--- src/rtl/lifo_driver_if.sv ---
// rtl/lifo_driver_if.sv - stream-in, reversed-stream-out and LIFO strobe bundle for lifo_driver
interface lifo_driver_if #(
    parameter int DW = 4
) ();
    logic [DW-1:0] in_data;
    logic          in_valid;
    logic          in_last;
    logic          in_ready;
    logic [DW-1:0] out_data;
    logic          out_valid;
    logic          out_last;
    logic          out_ready;
    logic [DW-1:0] lifo_data;
    logic          lifo_rw;
    logic          lifo_en;
    logic [DW-1:0] lifo_q;
    logic          lifo_full;
    logic          lifo_empty;
    logic          err;

    modport master (
        input  in_data, in_valid, in_last, out_ready, lifo_q, lifo_full, lifo_empty,
        output in_ready, out_data, out_valid, out_last, lifo_data, lifo_rw, lifo_en, err
    );

    modport slave (
        output in_data, in_valid, in_last, out_ready, lifo_q, lifo_full, lifo_empty,
        input  in_ready, out_data, out_valid, out_last, lifo_data, lifo_rw, lifo_en, err
    );
endinterface

--- src/rtl/lifo_driver.sv ---
// rtl/lifo_driver.sv - pushes a nibble stream into the LIFO and drains each segment reversed
module lifo_driver #(
    parameter int DW    = 4,
    parameter int DEPTH = 5,
    parameter int CW    = $clog2(DEPTH + 1)
) (
    input  logic           clk,
    input  logic           rst,
    lifo_driver_if.master  bus
);
    typedef enum logic [1:0] {S_FILL, S_POP, S_CAP, S_EMIT} state_t;

    localparam logic [CW-1:0] C_DEPTH = CW'(DEPTH);
    localparam logic [CW-1:0] C_ONE   = CW'(1);

    state_t          r_state;
    state_t          w_next;
    logic [CW-1:0]   r_cnt;
    logic            r_seg_last;
    logic [DW-1:0]   r_out_data;
    logic            r_out_valid;
    logic            r_out_last;
    logic            r_err;

    logic            w_in_ready;
    logic            w_accept;
    logic            w_handshake;
    logic            w_lifo_en;
    logic            w_lifo_rw;
    logic [DW-1:0]   w_lifo_data;

    // Strobes are gated by rst so an abort never leaks a push or pop into the LIFO.
    always_comb begin
        w_next      = r_state;
        w_in_ready  = 1'b0;
        w_accept    = 1'b0;
        w_handshake = 1'b0;
        w_lifo_en   = 1'b0;
        w_lifo_rw   = 1'b0;
        w_lifo_data = '0;
        case (r_state)
            S_FILL: begin
                w_in_ready = !rst && (r_cnt < C_DEPTH) && !bus.lifo_full;
                w_accept   = w_in_ready && bus.in_valid;
                if (w_accept) begin
                    w_lifo_en   = 1'b1;
                    w_lifo_data = bus.in_data;
                    if (bus.in_last || (r_cnt == C_DEPTH - C_ONE))
                        w_next = S_POP;
                end
            end
            S_POP: begin
                w_lifo_en = !rst;
                w_lifo_rw = !rst;
                w_next    = S_CAP;
            end
            S_CAP: begin
                w_next = S_EMIT;
            end
            S_EMIT: begin
                w_handshake = r_out_valid && bus.out_ready;
                if (w_handshake)
                    w_next = (r_cnt != '0) ? S_POP : S_FILL;
            end
            default: w_next = S_FILL;
        endcase
    end

    always_ff @(posedge clk) begin
        if (rst) begin
            r_state     <= S_FILL;
            r_cnt       <= '0;
            r_seg_last  <= 1'b0;
            r_out_data  <= '0;
            r_out_valid <= 1'b0;
            r_out_last  <= 1'b0;
            r_err       <= 1'b0;
        end else begin
            r_state <= w_next;
            if (w_accept) begin
                r_cnt      <= r_cnt + C_ONE;
                r_seg_last <= bus.in_last;
            end
            if (r_state == S_POP && r_cnt != '0)
                r_cnt <= r_cnt - C_ONE;
            if (r_state == S_CAP) begin
                r_out_data  <= bus.lifo_q;
                r_out_valid <= 1'b1;
                r_out_last  <= r_seg_last && (r_cnt == '0);
            end
            if (w_handshake) begin
                r_out_valid <= 1'b0;
                r_out_last  <= 1'b0;
                if (r_cnt == '0)
                    r_seg_last <= 1'b0;
            end
            // Protocol violations are only flagged; the sequencer keeps running.
            if ((r_state == S_POP && bus.lifo_empty) ||
                (r_state == S_FILL && r_cnt == '0 && bus.lifo_full))
                r_err <= 1'b1;
        end
    end

    assign bus.in_ready  = w_in_ready;
    assign bus.out_data  = r_out_data;
    assign bus.out_valid = r_out_valid;
    assign bus.out_last  = r_out_last;
    assign bus.lifo_en   = w_lifo_en;
    assign bus.lifo_rw   = w_lifo_rw;
    assign bus.lifo_data = w_lifo_data;
    assign bus.err       = r_err;
endmodule

--- src/flat_wrapper.sv ---
// flat-port wrapper written by rule: the top's interface ports become plain ports
module lifo_driver_flat 
#(
    parameter int DW    = 4,
    parameter int DEPTH = 5,
    parameter int CW    = $clog2(DEPTH + 1)
)
  (clk, rst, bus_in_data, bus_in_valid, bus_in_last, bus_out_ready, bus_lifo_q, bus_lifo_full, bus_lifo_empty, bus_in_ready, bus_out_data, bus_out_valid, bus_out_last, bus_lifo_data, bus_lifo_rw, bus_lifo_en, bus_err);
  lifo_driver_if #(.DW(DW)) bus_i ();
  input  logic clk;
  input  logic rst;
  input wire logic [$bits(bus_i.in_data)-1:0] bus_in_data;
  input wire logic [$bits(bus_i.in_valid)-1:0] bus_in_valid;
  input wire logic [$bits(bus_i.in_last)-1:0] bus_in_last;
  input wire logic [$bits(bus_i.out_ready)-1:0] bus_out_ready;
  input wire logic [$bits(bus_i.lifo_q)-1:0] bus_lifo_q;
  input wire logic [$bits(bus_i.lifo_full)-1:0] bus_lifo_full;
  input wire logic [$bits(bus_i.lifo_empty)-1:0] bus_lifo_empty;
  output wire logic [$bits(bus_i.in_ready)-1:0] bus_in_ready;
  output wire logic [$bits(bus_i.out_data)-1:0] bus_out_data;
  output wire logic [$bits(bus_i.out_valid)-1:0] bus_out_valid;
  output wire logic [$bits(bus_i.out_last)-1:0] bus_out_last;
  output wire logic [$bits(bus_i.lifo_data)-1:0] bus_lifo_data;
  output wire logic [$bits(bus_i.lifo_rw)-1:0] bus_lifo_rw;
  output wire logic [$bits(bus_i.lifo_en)-1:0] bus_lifo_en;
  output wire logic [$bits(bus_i.err)-1:0] bus_err;
  assign bus_i.in_data = bus_in_data;
  assign bus_i.in_valid = bus_in_valid;
  assign bus_i.in_last = bus_in_last;
  assign bus_i.out_ready = bus_out_ready;
  assign bus_i.lifo_q = bus_lifo_q;
  assign bus_i.lifo_full = bus_lifo_full;
  assign bus_i.lifo_empty = bus_lifo_empty;
  assign bus_in_ready = bus_i.in_ready;
  assign bus_out_data = bus_i.out_data;
  assign bus_out_valid = bus_i.out_valid;
  assign bus_out_last = bus_i.out_last;
  assign bus_lifo_data = bus_i.lifo_data;
  assign bus_lifo_rw = bus_i.lifo_rw;
  assign bus_lifo_en = bus_i.lifo_en;
  assign bus_err = bus_i.err;
  lifo_driver #(.DW(DW), .DEPTH(DEPTH), .CW(CW)) u_core (.clk(clk), .rst(rst), .bus(bus_i));
endmodule
--- config.mk ---
export PLATFORM = sky130hd
export DESIGN_NAME = lifo_driver_flat
export DESIGN_NICKNAME = d
export VERILOG_FILES = /design/src/rtl/lifo_driver_if.sv /design/src/rtl/lifo_driver.sv /design/src/flat_wrapper.sv
export SDC_FILE = /design/constraint.sdc
export NUM_CORES = 1
export LEC_CHECK = 0
export ABC_AREA = 1
export CAP_MARGIN = 15
export CORE_MARGIN = 1.5
export CORE_UTILIZATION = 40
export DETAILED_ROUTE_END_ITERATION = 7
export GPL_TIMING_DRIVEN = 1
export PLACE_DENSITY = 0.78
export RECOVER_POWER = 100
export SYNTH_ARGS = -nofsm -noshare
export SYNTH_HDL_FRONTEND = slang
export SYNTH_SLANG_ARGS = --single-unit
--- constraint.sdc ---
create_clock -name clk -period 4.4 [get_ports clk]
set_input_delay 1.32 -clock clk [delete_from_list [all_inputs] [get_ports clk]]
set_output_delay 1.32 -clock clk [all_outputs]
set_load 0.02 [all_outputs]
* Word level (Yosys, flattened, before mapping)
Cells that the tools add are included. W data, S select, Z words.
Operators by class: magnitude comparators 1, $add $sub $neg 2, equality and inequality tests 7, reductions and logical operators 19, muxes and demuxes 18
Operators with widths (count):
- $logic_and A1 B1 Y1 | 9
- $mux W1 | 9
- $mux W4 | 2
- $pmux W2 S4 | 1
- $mux W2 | 3
- $mux W3 | 2
- $ne A2 B1 Y1 const B | 3
- $eq A2 B2 Y1 const B | 2
- $add A3 B1 Y3 const B | 1
- $eq A3 B3 Y1 const B | 1
- $logic_not A3 Y1 | 1
- $lt A3 B3 Y1 const B | 1
- $reduce_and A3 Y1 | 1
- $reduce_bool A3 Y1 | 1
- $sub A3 B1 Y3 const B | 1
- $eq A2 B1 Y1 const B | 1
- $logic_not A1 Y1 | 2
- $logic_not A2 Y1 | 1
- $logic_or A1 B1 Y1 | 2
- $pmux W1 S2 | 1
- $reduce_bool A2 Y1 | 1
- $reduce_or A2 Y1 | 1
Storage, ports and cells: logic and storage cells 54, register bits 13

* Logic depth before layout (Yosys ltp)
Gate-level depths: netlist of run 1.
depth after elaboration 8, depth in mapped cells 10

* Worst setup path before layout of run 1
No wires, ideal clock.
path kind input to output, start input rst, end output bus_lifo_data[0], cell stages on the path 3, data arrival time 1.925 ns, buffers on the path 0, required time 3.080 ns, slack 1.155 ns, cells stage by stage nor2_4 > nand4_4 > nor2_1
Between the ends: word-level cells in the longest chain between the ends 6
RTL lines:
- start, declared | RTL line flat_wrapper.sv:11 | input logic rst;
- $logic_not A1 Y1 | RTL line lifo_driver.sv:43 | w_in_ready = !rst && (r_cnt < C_DEPTH) && !bus.lifo_full;
- $logic_and A1 B1 Y1 (2 in a row) | RTL line lifo_driver.sv:43
- $logic_and A1 B1 Y1 | RTL line lifo_driver.sv:44 | w_accept = w_in_ready && bus.in_valid;
- $mux W4 | RTL line lifo_driver.sv:45 | if (w_accept) begin
- $mux W4 | RTL line lifo_driver.sv:41 | case (r_state)
- end, declared | RTL line flat_wrapper.sv:23 | output wire logic [$bits(bus_i.lifo_data)-1:0] bus_lifo_data;
Every way passes these cells.

* Worst setup path after layout of run 1
start input rst, end output bus_lifo_en
Between the ends: word-level cells in the longest chain between the ends 6
RTL lines:
- $logic_not A1 Y1 (*) | RTL line lifo_driver.sv:43, lifo_driver.sv:53
- $logic_and A1 B1 Y1 (2 in a row) | RTL line lifo_driver.sv:43
- $logic_and A1 B1 Y1 | RTL line lifo_driver.sv:44
- $mux W1 | RTL line lifo_driver.sv:45
- $pmux W1 S2 (*) | RTL line lifo_driver.sv:41
- end, declared | RTL line flat_wrapper.sv:25 | output wire logic [$bits(bus_i.lifo_en)-1:0] bus_lifo_en;
Every way passes the cells marked *; elsewhere a longest branch is shown, timed or not.

==> flow_summary.yaml, run 1 <==
floorplan:
  die_width_um: 47.4
  dieArea_mm2: 0.00224
  initial_core_util: 0.441
  num_rows: 15
  core_mm2: 0.00178
  die_h_um: 47.4
  io_pins: 29
logic_synthesis:
  synth_top_family_by_area: "simple AND/OR/NAND/NOR gates"
  synth_nets: 133
  yosys.area_share.simple: 0.353
  yosys.area.top_type: "dfxtp_1"
  synthAdderAreaFrac: 0.105
  synth_compound_area_frac: 0.107
  synth_seq_cells: 13
  synth_top_area_share: 0.331
  synth_xor_area_frac: 0
  netlist_instances: 112
  synth_area_leaders: "dfxtp_1 33%, nor2_1 11%, inv_1 9.5%, ha_1 7.9%, nand2_1 7.2%"
  synth_cell_types: 20
  syn_area_um2: 787
  synthMuxAreaShare: 0
  ys_warn_count: 0
  synth.yosys.seq_area_share: 0.331
  syn_area_per_cell_um2: 7.03
timing:
  period_share: 0.968
  finalSetupTns_ns: 0
  slew-limit-headroom: 0.809
  max_freq_mhz: 235
  finalSetupViolations: 0
  grt_setup_unrepaired: "false"
  maxSlewViolCount: 0
  fin_ws_ns: 0.141
  worstMarginPinSlew_ns: 0.287
  fin_hold_ws_ns: 0.461
  hold_violations: 0
  clock_skew_ns: 0.00543
  min_period_ns: 4.26
global_routing:
  grt_max_degree: 11
  grt_usage: 0.180
  grt_pass1_wl_mm: 2.74
  overflow: 0
  antenna_found_initial: 0
  grt_pass1_vias: 680
final_layout:
  nNetsFinal: 167
  layout_common_cells: "23 x nor2_1, 21 x inv_1, 15 x nand2_1, 15 x clkdlybuf4s50_1"
  multiInputGateArea_um2: 444
  mostFrequentLayoutCell: "nor2_1"
  drive_above_1_share: 0.0966
  area_growth_pct: 43.6
  nFillCells: 158
  final-seq-area_um2: 260
  diodes: 0
cts:
  clock_sinks: 13
  htree_levels: 1
  cts_hold_buf: 0
  clock_latency_ns: 0.28
  cts_resized: 0
  cts_tree: "built"
  clk_pin_slew_ns: 0.09
  cts_buffer_depth: 2
  cts_setup_buffers: 0
  numCtsBuffers: 3
  root_buffer: "clkbuf_4"
hold_path:
  holdCritPathClass: "reg -> reg"
worst_setup_path:
  crit_chain: "clkdlybuf4s50_1 > nor2_4 > nand4_4 > o21ai_0 > dlygate4sd3_1"
  critPathLaunchType: "primary input"
  crit_required_ns: 3.08
  worstSetupPathType: "in -> out"
  critPathSlowestCell: "dlygate4sd3_1"
  cp_slowest_stage_delay_ns: 0.69
  critPathCaptureType: "primary output"
  path_max_fanout: 8
  crit_arrival_ns: 2.94
routing:
  drc_errors: 0
  detail_route.wl_per_cell_um: 10.1
  drtIter0Drc: 8
  dr.pass1.iters: 4
  via_count: 772
  ant_nets: 0
  postRouteWirelength_mm: 1.72
  routed_via_density: 4.54
placement:
  globalplace.congestion: 0.750
  place_ws_ns: 0.158
  io_buffers: 28
  hpwl_mm: 1.42
outcome:
  status: "finished, final reports clean"
power:
  p_leak_uw: 0.000558
  worst_ir_drop_vdd_v: 0.000291
  p_per_area_mw_per_mm2: 445
job:
  max-cap-violations: 0
==> final timing paths <==
path,from,endpoint,slack (ns),depth (start not counted)
setup / recovery,rst,bus_lifo_en,0.14,5
hold / removal,u_core.r_seg_last,u_core.r_seg_last,0.46,2
setup reg to reg,u_core.r_state[1],u_core.r_cnt[2],2.59,8
hold reg to reg,u_core.r_seg_last,u_core.r_seg_last,0.46,2
==> registers in the layout, indices dropped and copies added (netlist names) <==
name                  cells
u_core.r_cnt              3
u_core.r_state            2
u_core.bus.out_valid      1
u_core.bus.err            1
u_core.bus.out_last       1
u_core.bus.out_data       4
u_core.r_seg_last         1
==> cells in the mapped netlist (all sizes together) <==
master and instances:
o21ai 10, ha 5, nand4 3, inv 22, fa 1, dfxtp 13, nand3b 1, nand2 19
nand3 7, nor2 24, and3 1, a21oi 6
==> per-layer routing <==
metal  track usage  up-vias  wire (µm)  share of wire
met5             0        -          0              0
met4        0.0944        0         12         0.0070
met3        0.0615        2         83          0.048
met2         0.297       16        836           0.49
met1         0.202      337        784           0.46
li1              -      417          -              -
==> worst max-delay path, delay by kind of cell <==
family / cells / cell delay, ns
AO/OA/AOI/OAI: 1 / 0.12
AND/OR/NAND/NOR: 2 / 0.35
buffers and inverters: 2 / 1.14
==> kinds of logic after synthesis <==
logic type               after synthesis
flip-flops                            13
AO/OA/AOI/OAI                         16
adder cells (fa/ha/maj)                6
buffers and inverters                 22
AND/OR/NAND/NOR                       55
==> power by group <==
part	internal, µW	switching [µW]	total [µW]
combinational	104	155	259
sequential	147	20.2	167
clock	33.8	42.3	76.1
==> per-stage QoR <==
step                      utilization  power [µW]  area (µm²)  cells
after floorplan                     -         346         787    112
after global placement          0.620         433        1110    166
after detailed placement        0.620         441        1110    166
after CTS                       0.636         519        1130    170
after global routing            0.634         545        1130    170
final                           0.634         502        1130    170
==> final cells by class <==
class	count	share of cell area
multi-input cells	77	0.393
repair buffers	29	0.251
flip-flops and latches	13	0.230
inverters	22	0.0731
well taps	25	0.0277
clock buffers	3	0.0199
clock inverters	1	0.00443
(Power assumes the default switching activity.)
==> inputs of run 2 (changes only) <==
--- a/config.mk
+++ b/config.mk
@@ -13,6 +13,7 @@
 export GPL_TIMING_DRIVEN = 1
 export PLACE_DENSITY = 0.78
 export RECOVER_POWER = 100
+export SKIP_CTS_REPAIR_TIMING = 1
 export SYNTH_ARGS = -nofsm -noshare
 export SYNTH_HDL_FRONTEND = slang
 export SYNTH_SLANG_ARGS = --single-unit
==> results of run 2 <==
No change in the layout: final DEF, timing and power equal those of run 1.
==> inputs of run 3 (changes only) <==
--- a/config.mk
+++ b/config.mk
@@ -13,6 +13,7 @@
 export GPL_TIMING_DRIVEN = 1
 export PLACE_DENSITY = 0.78
 export RECOVER_POWER = 100
+export SETUP_SLACK_MARGIN = 0.15
 export SKIP_CTS_REPAIR_TIMING = 1
 export SYNTH_ARGS = -nofsm -noshare
 export SYNTH_HDL_FRONTEND = slang
==> run 3 against run 2 <==
  * Setup slack better by 0.094 ns
  * Clock skew is 0.0018 ns lower
  * Clock-buffer cell count stayed put
  * Die area stayed put
  * Critical endpoint is now bus_in_ready
  * Total power is 1.2% lower
  * Global-route usage stayed put
  * Maximum frequency is 2.3% higher
  * Flip-flop and latch count stayed put
  * Sequential power hardly changed
  * Final area is 3.7% lower
==> flow_summary.yaml, run 3 (synthesis gave the netlist of run 1 again) <==
power:
  p_leak_uw: 0.000532
  switching_share: 0.438
  comb_power_share: 0.507
  clkPwrFrac: 0.155
  p_seq_frac: 0.337
  p_int_uw: 279
  worst_ir_drop_vdd_v: 0.000290
  p_per_area_mw_per_mm2: 456
  finalPower_uw: 496
  p_switching_uw: 217
worst_setup_path:
  crit_chain: "dlygate4sd3_1 > nor2_4 > and3_2 > clkdlybuf4s50_1"
  crit_arrival_ns: 2.84
  r2r_cells: 8
  critPathTopFamily: "buffers and inverters"
  cp_slowest_stage_delay_ns: 0.60
  worstSetupPathType: "in -> out"
  cp-startpoint: "rst"
  critPathCaptureType: "primary output"
  critPathSlowestCell: "clkdlybuf4s50_1"
  critPathLaunchType: "primary input"
  crit_required_ns: 3.08
  regToRegStartpoint: "u_core.r_state[1]"
  path_max_fanout: 3
  path_depth: 4
  cp_num_buf_inv: 2
timing:
  min_period_ns: 4.16
  hold_violations: 0
  maxSlewViolCount: 0
  slew-limit-headroom: 0.807
  period_share: 0.947
  max_freq_mhz: 240
  grt_setup_unrepaired: "false"
  worstMarginPinSlew_ns: 0.290
  finalSetupViolations: 0
  clock_skew_ns: 0.00358
  finalSetupTns_ns: 0
placement:
  hpwl_mm: 1.42
  globalplace.congestion: 0.750
  placed_area_mm2: 0.00111
  io_buffers: 28
floorplan:
  die_width_um: 47.4
  initial_core_util: 0.441
  io_pins: 29
  num_rows: 15
  core_mm2: 0.00178
  die_h_um: 47.4
  dieArea_mm2: 0.00224
cts:
  numCtsBuffers: 3
  root_buffer: "clkbuf_4"
  htree_levels: 1
  clock_latency_ns: 0.29
  clock_sinks: 13
  clk_pin_slew_ns: 0.09
  cts_tree: "built"
  cts_buffer_depth: 2
final_layout:
  largest_reg_flops: 4
  drive_above_1_share: 0.0828
  area_growth_pct: 38.3
  mostFrequentLayoutCell: "nor2_1"
  nNetsFinal: 167
  layout_common_cells: "23 x nor2_1, 21 x inv_1, 17 x nand2_1, 13 x clkdlybuf4s50_1, 13 x dfxtp_1"
  diodes: 0
  fin_area_mm2: 0.00109
routing:
  detail_route.wl_per_cell_um: 10.4
  dr.pass1.iters: 4
  postRouteWirelength_mm: 1.77
  drtIter0Drc: 8
  drc_errors: 0
  via_count: 766
  routed_via_density: 4.51
  ant_nets: 0
hold_path:
  holdCritPathClass: "reg -> reg"
  min-delay-start: "u_core.r_seg_last"
  holdPathStages: 2
global_routing:
  grt_pass1_wl_mm: 2.74
  overflow: 0
  grt_pass1_vias: 680
  grt_usage: 0.180
  antenna_found_initial: 0
  grt_max_degree: 11
job:
  max-cap-violations: 0
outcome:
  status: "finished, final reports clean"
## run 3: changes by cell type in the layout (fill, tap and decap cells not counted)
cell,before,now
clkbuf_1,1,6
clkdlybuf4s50_1,15,13
dlygate4sd3_1,13,10
nand2_1,15,17
nand2_2,2,1
nand2_4,2,1
## run 3: power by group through the flow
stage	clock, µW	sequential, µW	combinational (µW)
finish	77.2	167	252
global route	86.0	171	279
CTS	80.3	168	271
detailed placement	0	171	270
global placement	0	170	263
floorplan	0	188	158
## run 3: metal layers
| layer | track usage | part of all wire | vias to the layer above |
|---|---|---|---|
| li1 | - | - | 414 |
| met1 | 0.202 | 0.46 | 332 |
| met2 | 0.297 | 0.48 | 18 |
| met3 | 0.0615 | 0.059 | 2 |
| met4 | 0.0944 | 0.0068 | 0 |
| met5 | 0 | 0 | - |
## run 3: worst register-to-register path, stage by stage, from the launching register on
cell	delay, ns
dfxtp_1	0.35
inv_1	0.13
ha_1	0.28
nand2_4	0.09
fa_1	0.44
nand3_1	0.09
nand2_1	0.07
a21oi_1	0.17
nor2_1	0.07
## run 3: path summary, 6_finish.rpt
path / slack (ns) / end
worst max-delay path: 0.24 / bus_in_ready
worst min-delay path: 0.46 / u_core.r_seg_last
worst min register to register: 0.46 / u_core.r_seg_last
worst max register to register: 2.61 / u_core.r_cnt[2]
## run 3: through the flow
stage                      util  instances  setup slack, ns  hold slack, ns
final                     0.611        170            0.235           0.455
after global routing      0.611        170            0.189           0.483
after CTS                 0.636        170            0.156           0.458
after detailed placement  0.620        166            0.158           0.440
after global placement    0.620        166            0.214           0.433
after floorplan               -        112             1.16           0.424
## run 3: cell type report
class	instances	area, µm²
clock inverters	1	5.00
repair buffers	29	253
clock buffers	3	22.5
well taps	25	31.3
inverters	22	82.6
fillers	164	694
flip-flops and latches	13	260
multi-input cells	77	434
